===== src/rtl/rst_seq_pkg.sv =====
// ============================================================================
// rst_seq_pkg : shared types and defaults for the reset sequencer
//               (state set depends on macro RST_SEQ_TIMEOUT_EN)
// Rev 1.0
// ============================================================================
`default_nettype none

package rst_seq_pkg;

    localparam int DEF_NUM_DOMAINS = 3;
    localparam int DEF_HOLD_CYCLES = 16;
    localparam int DEF_ACK_TIMEOUT = 255;
    localparam int ERR_DOM_W       = 3;
    localparam int CNT_W           = 8;

    typedef enum logic [2:0] {
        ST_HOLD     = 3'd0,
        ST_RELEASE  = 3'd1,
        ST_WAIT_ACK = 3'd2,
        ST_READY    = 3'd3
`ifdef RST_SEQ_TIMEOUT_EN
        ,
        ST_ERROR    = 3'd4
`endif
    } seq_state_t;

endpackage

`default_nettype wire


===== src/rtl/rst_seq_cnt.sv =====
// ============================================================================
// rst_seq_cnt : 8-bit clear/increment counter shared by hold and ack timing
// Rev 1.0
// ============================================================================
`default_nettype none

module rst_seq_cnt
    import rst_seq_pkg::*;
(
    input  logic             CLK,
    input  logic             RST,
    input  logic             clr,
    input  logic             inc,
    output logic [CNT_W-1:0] count
);

    // Clear dominates so the sequencer can park the counter at zero.
    always_ff @(posedge CLK or negedge RST) begin
        if (!RST) begin
            count <= '0;
        end else if (clr) begin
            count <= '0;
        end else if (inc) begin
            count <= count + CNT_W'(1);
        end
    end

endmodule

`default_nettype wire


===== src/rtl/rst_seq_ctrl.sv =====
// ============================================================================
// rst_seq_ctrl : ordered per-domain reset release with ack handshake
//                (optional ack timeout via macro RST_SEQ_TIMEOUT_EN)
// Rev 1.0
// ============================================================================
`default_nettype none

module rst_seq_ctrl
    import rst_seq_pkg::*;
#(
    parameter int NUM_DOMAINS = DEF_NUM_DOMAINS,
    parameter int HOLD_CYCLES = DEF_HOLD_CYCLES,
    parameter int ACK_TIMEOUT = DEF_ACK_TIMEOUT
) (
    input  logic                   CLK,
    input  logic                   RST,
    input  logic                   SW_RST_REQ,
    input  logic [NUM_DOMAINS-1:0] DOM_ACK,
    output logic [NUM_DOMAINS-1:0] DOM_RST_N,
    output logic                   SYS_READY,
    output logic                   BUSY,
    output logic                   TIMEOUT_ERR,
    output logic [ERR_DOM_W-1:0]   ERR_DOM
);

    localparam logic [CNT_W-1:0]     HOLD_LAST = CNT_W'(HOLD_CYCLES - 1);
    localparam logic [ERR_DOM_W-1:0] LAST_IDX  = ERR_DOM_W'(NUM_DOMAINS - 1);

    generate
        if (NUM_DOMAINS < 1 || NUM_DOMAINS > 8) begin : g_bad_num_domains
            $error("rst_seq_ctrl: NUM_DOMAINS must be 1..8");
        end
        if (HOLD_CYCLES < 1 || HOLD_CYCLES > 255) begin : g_bad_hold_cycles
            $error("rst_seq_ctrl: HOLD_CYCLES must be 1..255");
        end
        if (ACK_TIMEOUT < 1 || ACK_TIMEOUT > 255) begin : g_bad_ack_timeout
            $error("rst_seq_ctrl: ACK_TIMEOUT must be 1..255");
        end
    endgenerate

    seq_state_t             state;
    logic [ERR_DOM_W-1:0]   idx;
    logic [CNT_W-1:0]       cnt;
    logic                   cnt_clr;
    logic                   cnt_inc;
    logic [NUM_DOMAINS-1:0] sel;
    logic                   ack_sel;
    logic                   all_ack;
    logic                   hold_done;
    logic                   restart;

    // One-hot of the domain currently being released/awaited; other ack bits are don't-care.
    assign sel       = NUM_DOMAINS'(1) << idx;
    assign ack_sel   = |(DOM_ACK & sel);
    assign all_ack   = &DOM_ACK;
    assign hold_done = (cnt == HOLD_LAST);

    // A domain dropping its ack while READY is an unexpected domain reset.
    assign restart   = SW_RST_REQ || ((state == ST_READY) && !all_ack);

`ifdef RST_SEQ_TIMEOUT_EN
    localparam logic [CNT_W-1:0] TO_LAST = CNT_W'(ACK_TIMEOUT - 1);

    logic to_hit;
    assign to_hit = (cnt == TO_LAST);
`endif

    always_comb begin
        cnt_clr = 1'b1;
        cnt_inc = 1'b0;
        if (!restart) begin
            case (state)
                ST_HOLD: begin
                    if (!hold_done) begin
                        cnt_clr = 1'b0;
                        cnt_inc = 1'b1;
                    end
                end
`ifdef RST_SEQ_TIMEOUT_EN
                ST_WAIT_ACK: begin
                    if (!ack_sel && !to_hit) begin
                        cnt_clr = 1'b0;
                        cnt_inc = 1'b1;
                    end
                end
`endif
                default: begin
                    cnt_clr = 1'b1;
                    cnt_inc = 1'b0;
                end
            endcase
        end
    end

    rst_seq_cnt u_cnt (
        .CLK   (CLK),
        .RST   (RST),
        .clr   (cnt_clr),
        .inc   (cnt_inc),
        .count (cnt)
    );

    always_ff @(posedge CLK or negedge RST) begin
        if (!RST) begin
            state       <= ST_HOLD;
            idx         <= '0;
            DOM_RST_N   <= '0;
            SYS_READY   <= 1'b0;
            BUSY        <= 1'b1;
`ifdef RST_SEQ_TIMEOUT_EN
            TIMEOUT_ERR <= 1'b0;
            ERR_DOM     <= '0;
`endif
        end else if (restart) begin
            state       <= ST_HOLD;
            idx         <= '0;
            DOM_RST_N   <= '0;
            SYS_READY   <= 1'b0;
            BUSY        <= 1'b1;
`ifdef RST_SEQ_TIMEOUT_EN
            TIMEOUT_ERR <= 1'b0;
            ERR_DOM     <= '0;
`endif
        end else begin
            case (state)
                ST_HOLD: begin
                    if (hold_done) begin
                        state <= ST_RELEASE;
                    end
                end
                ST_RELEASE: begin
                    DOM_RST_N <= DOM_RST_N | sel;
                    state     <= ST_WAIT_ACK;
                end
                ST_WAIT_ACK: begin
                    if (ack_sel) begin
                        if (idx == LAST_IDX) begin
                            state     <= ST_READY;
                            SYS_READY <= 1'b1;
                            BUSY      <= 1'b0;
                        end else begin
                            idx   <= idx + ERR_DOM_W'(1);
                            state <= ST_RELEASE;
                        end
                    end
`ifdef RST_SEQ_TIMEOUT_EN
                    else if (to_hit) begin
                        state       <= ST_ERROR;
                        BUSY        <= 1'b0;
                        DOM_RST_N   <= '0;
                        TIMEOUT_ERR <= 1'b1;
                        ERR_DOM     <= idx;
                    end
`endif
                end
                ST_READY: begin
                    state <= ST_READY;
                end
`ifdef RST_SEQ_TIMEOUT_EN
                ST_ERROR: begin
                    state <= ST_ERROR;
                end
`endif
                default: begin
                    state     <= ST_HOLD;
                    idx       <= '0;
                    DOM_RST_N <= '0;
                    SYS_READY <= 1'b0;
                    BUSY      <= 1'b1;
                end
            endcase
        end
    end

`ifndef RST_SEQ_TIMEOUT_EN
    assign TIMEOUT_ERR = 1'b0;
    assign ERR_DOM     = '0;
`endif

endmodule

`default_nettype wire


===== config.mk =====
export PLATFORM = sky130hd
export DESIGN_NAME = rst_seq_ctrl
export DESIGN_NICKNAME = d
export VERILOG_FILES = /design/src/rtl/rst_seq_pkg.sv /design/src/rtl/rst_seq_cnt.sv /design/src/rtl/rst_seq_ctrl.sv
export SDC_FILE = /design/constraint.sdc
export NUM_CORES = 1
export LEC_CHECK = 0
export CAP_MARGIN = 40
export CORE_UTILIZATION = 33
export CTS_CLUSTER_DIAMETER = 200
export CTS_CLUSTER_SIZE = 12
export DETAILED_ROUTE_END_ITERATION = 6
export SLEW_MARGIN = 20
export SYNTH_ARGS = -nofsm -noshare
export SYNTH_HDL_FRONTEND = slang
export SYNTH_SLANG_ARGS = --single-unit
export TNS_END_PERCENT = 30

===== constraint.sdc =====
create_clock -name CLK -period 4 [get_ports CLK]
set_input_delay 0.4 -clock CLK [delete_from_list [all_inputs] [get_ports CLK]]
set_output_delay 0.4 -clock CLK [all_outputs]
set_load 0.05 [all_outputs]

# Word-level counts from Yosys, hierarchy flattened
# Index checks and enable logic that the tools add are counted.
# W data, S select, Z words.
word_totals:
  reg_bits: 19
  input_bits: 6
  word_cells: 61
  out_inout_bits: 9
op_classes:
  add_sub_neg: 2
  muxes: 27
  reduce_logical: 12
  eq_ne: 11
  shift: 1
  bitwise_logic: 2
op_table:
  columns: ["op", "n"]
  rows:
  - ["$mux W3", 7]
  - ["$mux W8", 2]
  - ["$mux W1", 12]
  - ["$ne A3 B3 Y1 const B", 4]
  - ["$pmux W3 S2", 2]
  - ["$pmux W3 S4", 1]
  - ["$eq A3 B2 Y1 const B", 3]
  - ["$reduce_and A3 Y1", 3]
  - ["$reduce_or A3 Y1", 3]
  - ["$add A8 B1 Y8 const B", 1]
  - ["$eq A8 B4 Y1 const B", 1]
  - ["$ne A2 B1 Y1 const B", 2]
  - ["$pmux W1 S2", 2]
  - ["$add A3 B1 Y3 const B", 1]
  - ["$and A3 B3 Y3", 1]
  - ["$eq A3 B1 Y1 const B", 1]
  - ["$logic_not A3 Y1", 1]
  - ["$or A3 B3 Y3", 1]
  - ["$shl A1 B3 Y3 const A", 1]
  - ["$mux W2", 1]
  - ["$reduce_and A2 Y1", 1]
  - ["$reduce_bool A2 Y1", 1]
  - ["$logic_and A1 B1 Y1", 1]
  - ["$logic_not A1 Y1", 1]
  - ["$logic_or A1 B1 Y1", 1]

# Depth between registers and ports, before layout
depth:
  depth_word: 7
  ltp_mapped: 6
  mapped_depth_nobuf: 6

# By module
# Synthesis repeated with hierarchy kept, for this count alone.
hier_totals:
  hier_cells: 98
  area_unflattened_um2: 991.0
modules_own_cells:
  columns: ["mod", "seq_area_each_um2", "area_per_inst_um2", "cells_each", "instances"]
  rows:
  - ["rst_seq_ctrl", 251.5, 594.3, 61, 1]
  - ["rst_seq_cnt", 200.2, 396.6, 37, 1]

# Worst setup path after synthesis
# OpenSTA, ideal clock, no wires.
synth_timing:
  path_kind: "register to register"
  from: "reg idx[0]"
  to: "reg idx[0]"
  synth_period_minus_slack_ns: 1.784
  setup_ns: 0.125
  path_stages_with_launch: 7
  arrival_time_ns: 1.659
  n_path_buf: 0
  setup_slack_ns: 2.216
  required_ns: 3.875
  path_cell_list: "dfrtp_1 -> inv_1 -> ha_1 -> a22o_1 -> a221o_1 -> o21a_2 -> mux2_4"
synth_between:
  elab_chain_len: 5
  elab_cells_between_ends: 12
  cone_classes: "add/sub (1); eq/ne (3); shift (1); mux (4); bitwise (1); reduce/logical (2)"
synth_rtl:
  columns: ["element", "line", "source"]
  rows:
  - ["start: declaration", "rst_seq_ctrl.sv:42", "logic [ERR_DOM_W-1:0] idx;"]
  - ["start signal: assignment", "rst_seq_ctrl.sv:142", "idx <= idx + ERR_DOM_W'(1);"]
  - ["$add A3 B1 Y3 or $shl A1 B3 Y3 (tied branches)", "rst_seq_ctrl.sv:142, rst_seq_ctrl.sv:53", null]
  - ["$mux W3 or $and A3 B3 Y3 (tied branches)", "rst_seq_ctrl.sv:137, rst_seq_ctrl.sv:54", null]
  - ["$mux W3 or $reduce_or A3 Y1 (tied branches)", "rst_seq_ctrl.sv:136, rst_seq_ctrl.sv:54", null]
  - ["$pmux W3 S2 or $ne A3 B3 Y1 (tied branches)", null, null]
  - ["$mux W3 or $reduce_and A3 Y1 (tied branches)", null, null]
# Parallel ways exist; a longest one is shown, timed or not. The select of a mux whose other input is x is not followed.
# A chain may end at the register's enable or synchronous reset.

# Final worst setup path
layout_timing:
  from: "reg BUSY"
  to: "out BUSY"
layout_rtl:
  columns: ["element", "line", "source"]
  rows:
  - ["start: declaration", "rst_seq_ctrl.sv:21", "output logic BUSY,"]
  - ["start signal: assignment", "rst_seq_ctrl.sv:109", "BUSY <= 1'b1;"]
  - ["start signal: assignment", "rst_seq_ctrl.sv:119", "BUSY <= 1'b1;"]
  - ["start signal: assignment", "rst_seq_ctrl.sv:140", "BUSY <= 1'b0;"]
# No word-level cell between the ends.

==> results.json <==
{
  "yosysWarnings": 0,
  "die_h_um": 55.1,
  "final_cells": 134,
  "initial_core_util": 0.363,
  "fin_crit_sh": 0.505,
  "hold_class": "in -> async",
  "antenna_cells": 0,
  "htreeDepth": 1,
  "outcome": "completed",
  "drtIter0Drc": 17,
  "grt_remaining_overflow": 0,
  "cts_hold_buf": 0,
  "postCtsSetupBuffers": 0,
  "cp_data_arrival_time_ns": 1.62,
  "switching_share": 0.289,
  "intPower_w": 0.000252,
  "p_clk_frac": 0.265,
  "fin_util": 0.421,
  "rsz0062_at_grt": "false",
  "crit_path_end_kind": "output pin",
  "core_sq_mm": 0.00257,
  "setup_viol": 0,
  "port_buffers": 10,
  "synth-edff-count": 0,
  "ant_nets": 0,
  "comb_power_share": 0.174,
  "clock-sinks": 18,
  "syn_to_final_growth_pct": 16.0,
  "clockBufferDepth": 2,
  "rows": 18,
  "cts_resized": 0,
  "avgSynthCellArea_sq_um": 10.2,
  "p_leak_nw": 0.474,
  "synth_top_flop_cell": "dfrtp_1",
  "yosysSeqAreaShare": 0.485,
  "tightest_slew_ns": 0.527,
  "worstSkewPairLatency_ns": 0.29,
  "grt_max_degree": 19,
  "layout.nets": 116,
  "fin_setup_tns_ns": 0,
  "critical_path_class": "reg -> out",
  "cts_buffers": 3,
  "clkSlewWorstSetupHoldPaths_ns": 0.10,
  "startpoint_type": "register",
  "max_freq_ghz": 0.495,
  "wirelength_mm": 1.62,
  "ys_types": 32,
  "fp.dieArea_sq_mm": 0.00304,
  "wl_per_cell_um": 12.1,
  "cts_tree": "yes",
  "grtUsageTotal": 0.126,
  "finalHoldViolCount": 0,
  "root_buffer": "clkbuf_4",
  "cap_violations": 0,
  "grt_first_pass_wirelength_mm": 2.60,
  "power.share.sequential": 0.561,
  "slew_viol_final": 0,
  "crit_path_max_incr_delay_ns": 0.79,
  "syn_area_sq_um": 931,
  "path_buf_inv": 1,
  "via_per_inst": 5.01,
  "drive_gt1_frac": 0.106,
  "ys_seq_elements": 18,
  "async_flop_share": 1.00,
  "finalWeightedCongestion": 0.798,
  "critPathRequiredTime_ns": 3.60,
  "dpl.cell_count": 129,
  "p_per_area_mw_per_mm2": 328,
  "cpMaxStageDelayCell": "clkdlybuf4s50_1",
  "layout_min_cycle_time_ns": 2.02,
  "grt_pass1_vias": 607,
  "pin_count": 15,
  "hpwl_mm": 1.21,
  "critPathTopFamily": "buffers and inverters",
  "antenna_found_initial": 0,
  "syn_inst": 91,
  "die_w_um": 55.1,
  "maxSlewHeadroom": 0.645,
  "vias": 671,
  "path_cells": "clkdlybuf4s50_1",
  "crit_fanout": 2,
  "drt_pass1_iterations": 4,
  "fin_skew_ns": 0.00419,
  "drc": 0,
  "switchingPower_w": 0.000102,
  "ir_drop_mv": 0.208
}
## synthesized netlist by cell type (2+ instances only)
library cell,n,area (sq um)
nand3_1,3,15.0
a22o_1,2,17.5
buf_4,4,30.0
nand2_1,3,11.3
a31oi_1,3,18.8
nand4_1,2,12.5
a21oi_1,7,35.0
nor2_1,13,48.8
and3_2,2,15.0
nor3_1,2,10.0
nor2b_1,2,12.5
dfrtp_1,17,425
xnor2_1,3,26.3
ha_1,5,62.6
inv_1,6,22.5
## cell type report
type / instances / area [sq um]
clock buffers: 4 / 26.3
fillers: 267 / 1490
inverters: 6 / 22.5
multi-input cells: 65 / 427
flip-flops and latches: 18 / 452
well taps: 30 / 37.5
repair buffers: 11 / 115
## flip-flops by register name, summed over array words and instances, names as in the netlist
signal	count
idx	3
BUSY	1
u_cnt.count	8
DOM_RST_N	3
SYS_READY	1
state	2
## placed cells by master, fill, tap and decap left out, types with 2 or more instances in the layout
| cell type | instances |
|---|---|
| a21oi_1 | 7 |
| a31oi_1 | 3 |
| inv_1 | 6 |
| xnor2_1 | 3 |
| conb_1 | 4 |
| nor2b_1 | 2 |
| dfrtp_1 | 17 |
| and3_2 | 2 |
| clkbuf_4 | 3 |
| ha_1 | 5 |
| nand3_1 | 3 |
| nand4_1 | 2 |
| nand2_1 | 3 |
| a22o_1 | 2 |
| nor3_1 | 2 |
| nor2_1 | 13 |
| clkdlybuf4s50_1 | 10 |
## cell families (layout without fill, tap and decap cells)
| logic type | after synthesis | in the layout | share of synthesized area |
|---|---|---|---|
| compound gates | 19 | 19 | 0.140 |
| xor+xnor | 4 | 4 | 0.0376 |
| fa+ha+maj | 5 | 5 | 0.0672 |
| buf+inv | 11 | 21 | 0.0685 |
| flops | 18 | 18 | 0.485 |
| mux | 2 | 2 | 0.0269 |
| other cells | 1 | 4 | 0.00403 |
| simple gates | 31 | 31 | 0.171 |
## metrics by stage
step	total power, W	hold slack (ns)	setup WS [ns]	cell area, sq um
floorplan	0.000247	0.104	2.22	942
global placement	0.000262	0.480	1.89	1040
detailed placement	0.000262	0.489	1.85	1040
CTS	0.000357	0.512	1.96	1060
global route	0.000373	0.275	1.94	1080
finish	0.000354	0.290	1.98	1080
## path summary, 6_finish.rpt
check	slack (ns)	cells after the start	endpoint	from
max	1.98	1	BUSY	BUSY$_DFFE_PN1P_
min	0.29	1	DOM_RST_N[1]$_DFFE_PN0P_	RST
max reg2reg	2.07	6	idx[0]$_DFFE_PN0P_	idx[0]$_DFFE_PN0P_
min reg2reg	0.51	1	u_cnt.count[0]$_DFFE_PN0P_	u_cnt.count[0]$_DFFE_PN0P_
max in group asynchronous	3.28	2	BUSY$_DFFE_PN1P_	RST
min in group CLK	0.51	1	u_cnt.count[0]$_DFFE_PN0P_	u_cnt.count[0]$_DFFE_PN0P_
## power by group through the flow
stage	Clock, W	Sequential, W	Combinational (W)
after floorplan	0	0.000204	0.0000430
after global placement	0	0.000202	0.0000605
after detailed placement	0	0.000202	0.0000606
after CTS	0.0000982	0.000198	0.0000609
after global routing	0.000104	0.000200	0.0000689
final	0.0000939	0.000198	0.0000617
## metal layers
metal	wire, um	global-route usage
met1	774	0.147
met2	766	0.217
met3	79	0.0410
met4	0	0.0375
met5	0	0
Note: power is estimated with default switching activity, not from simulation.
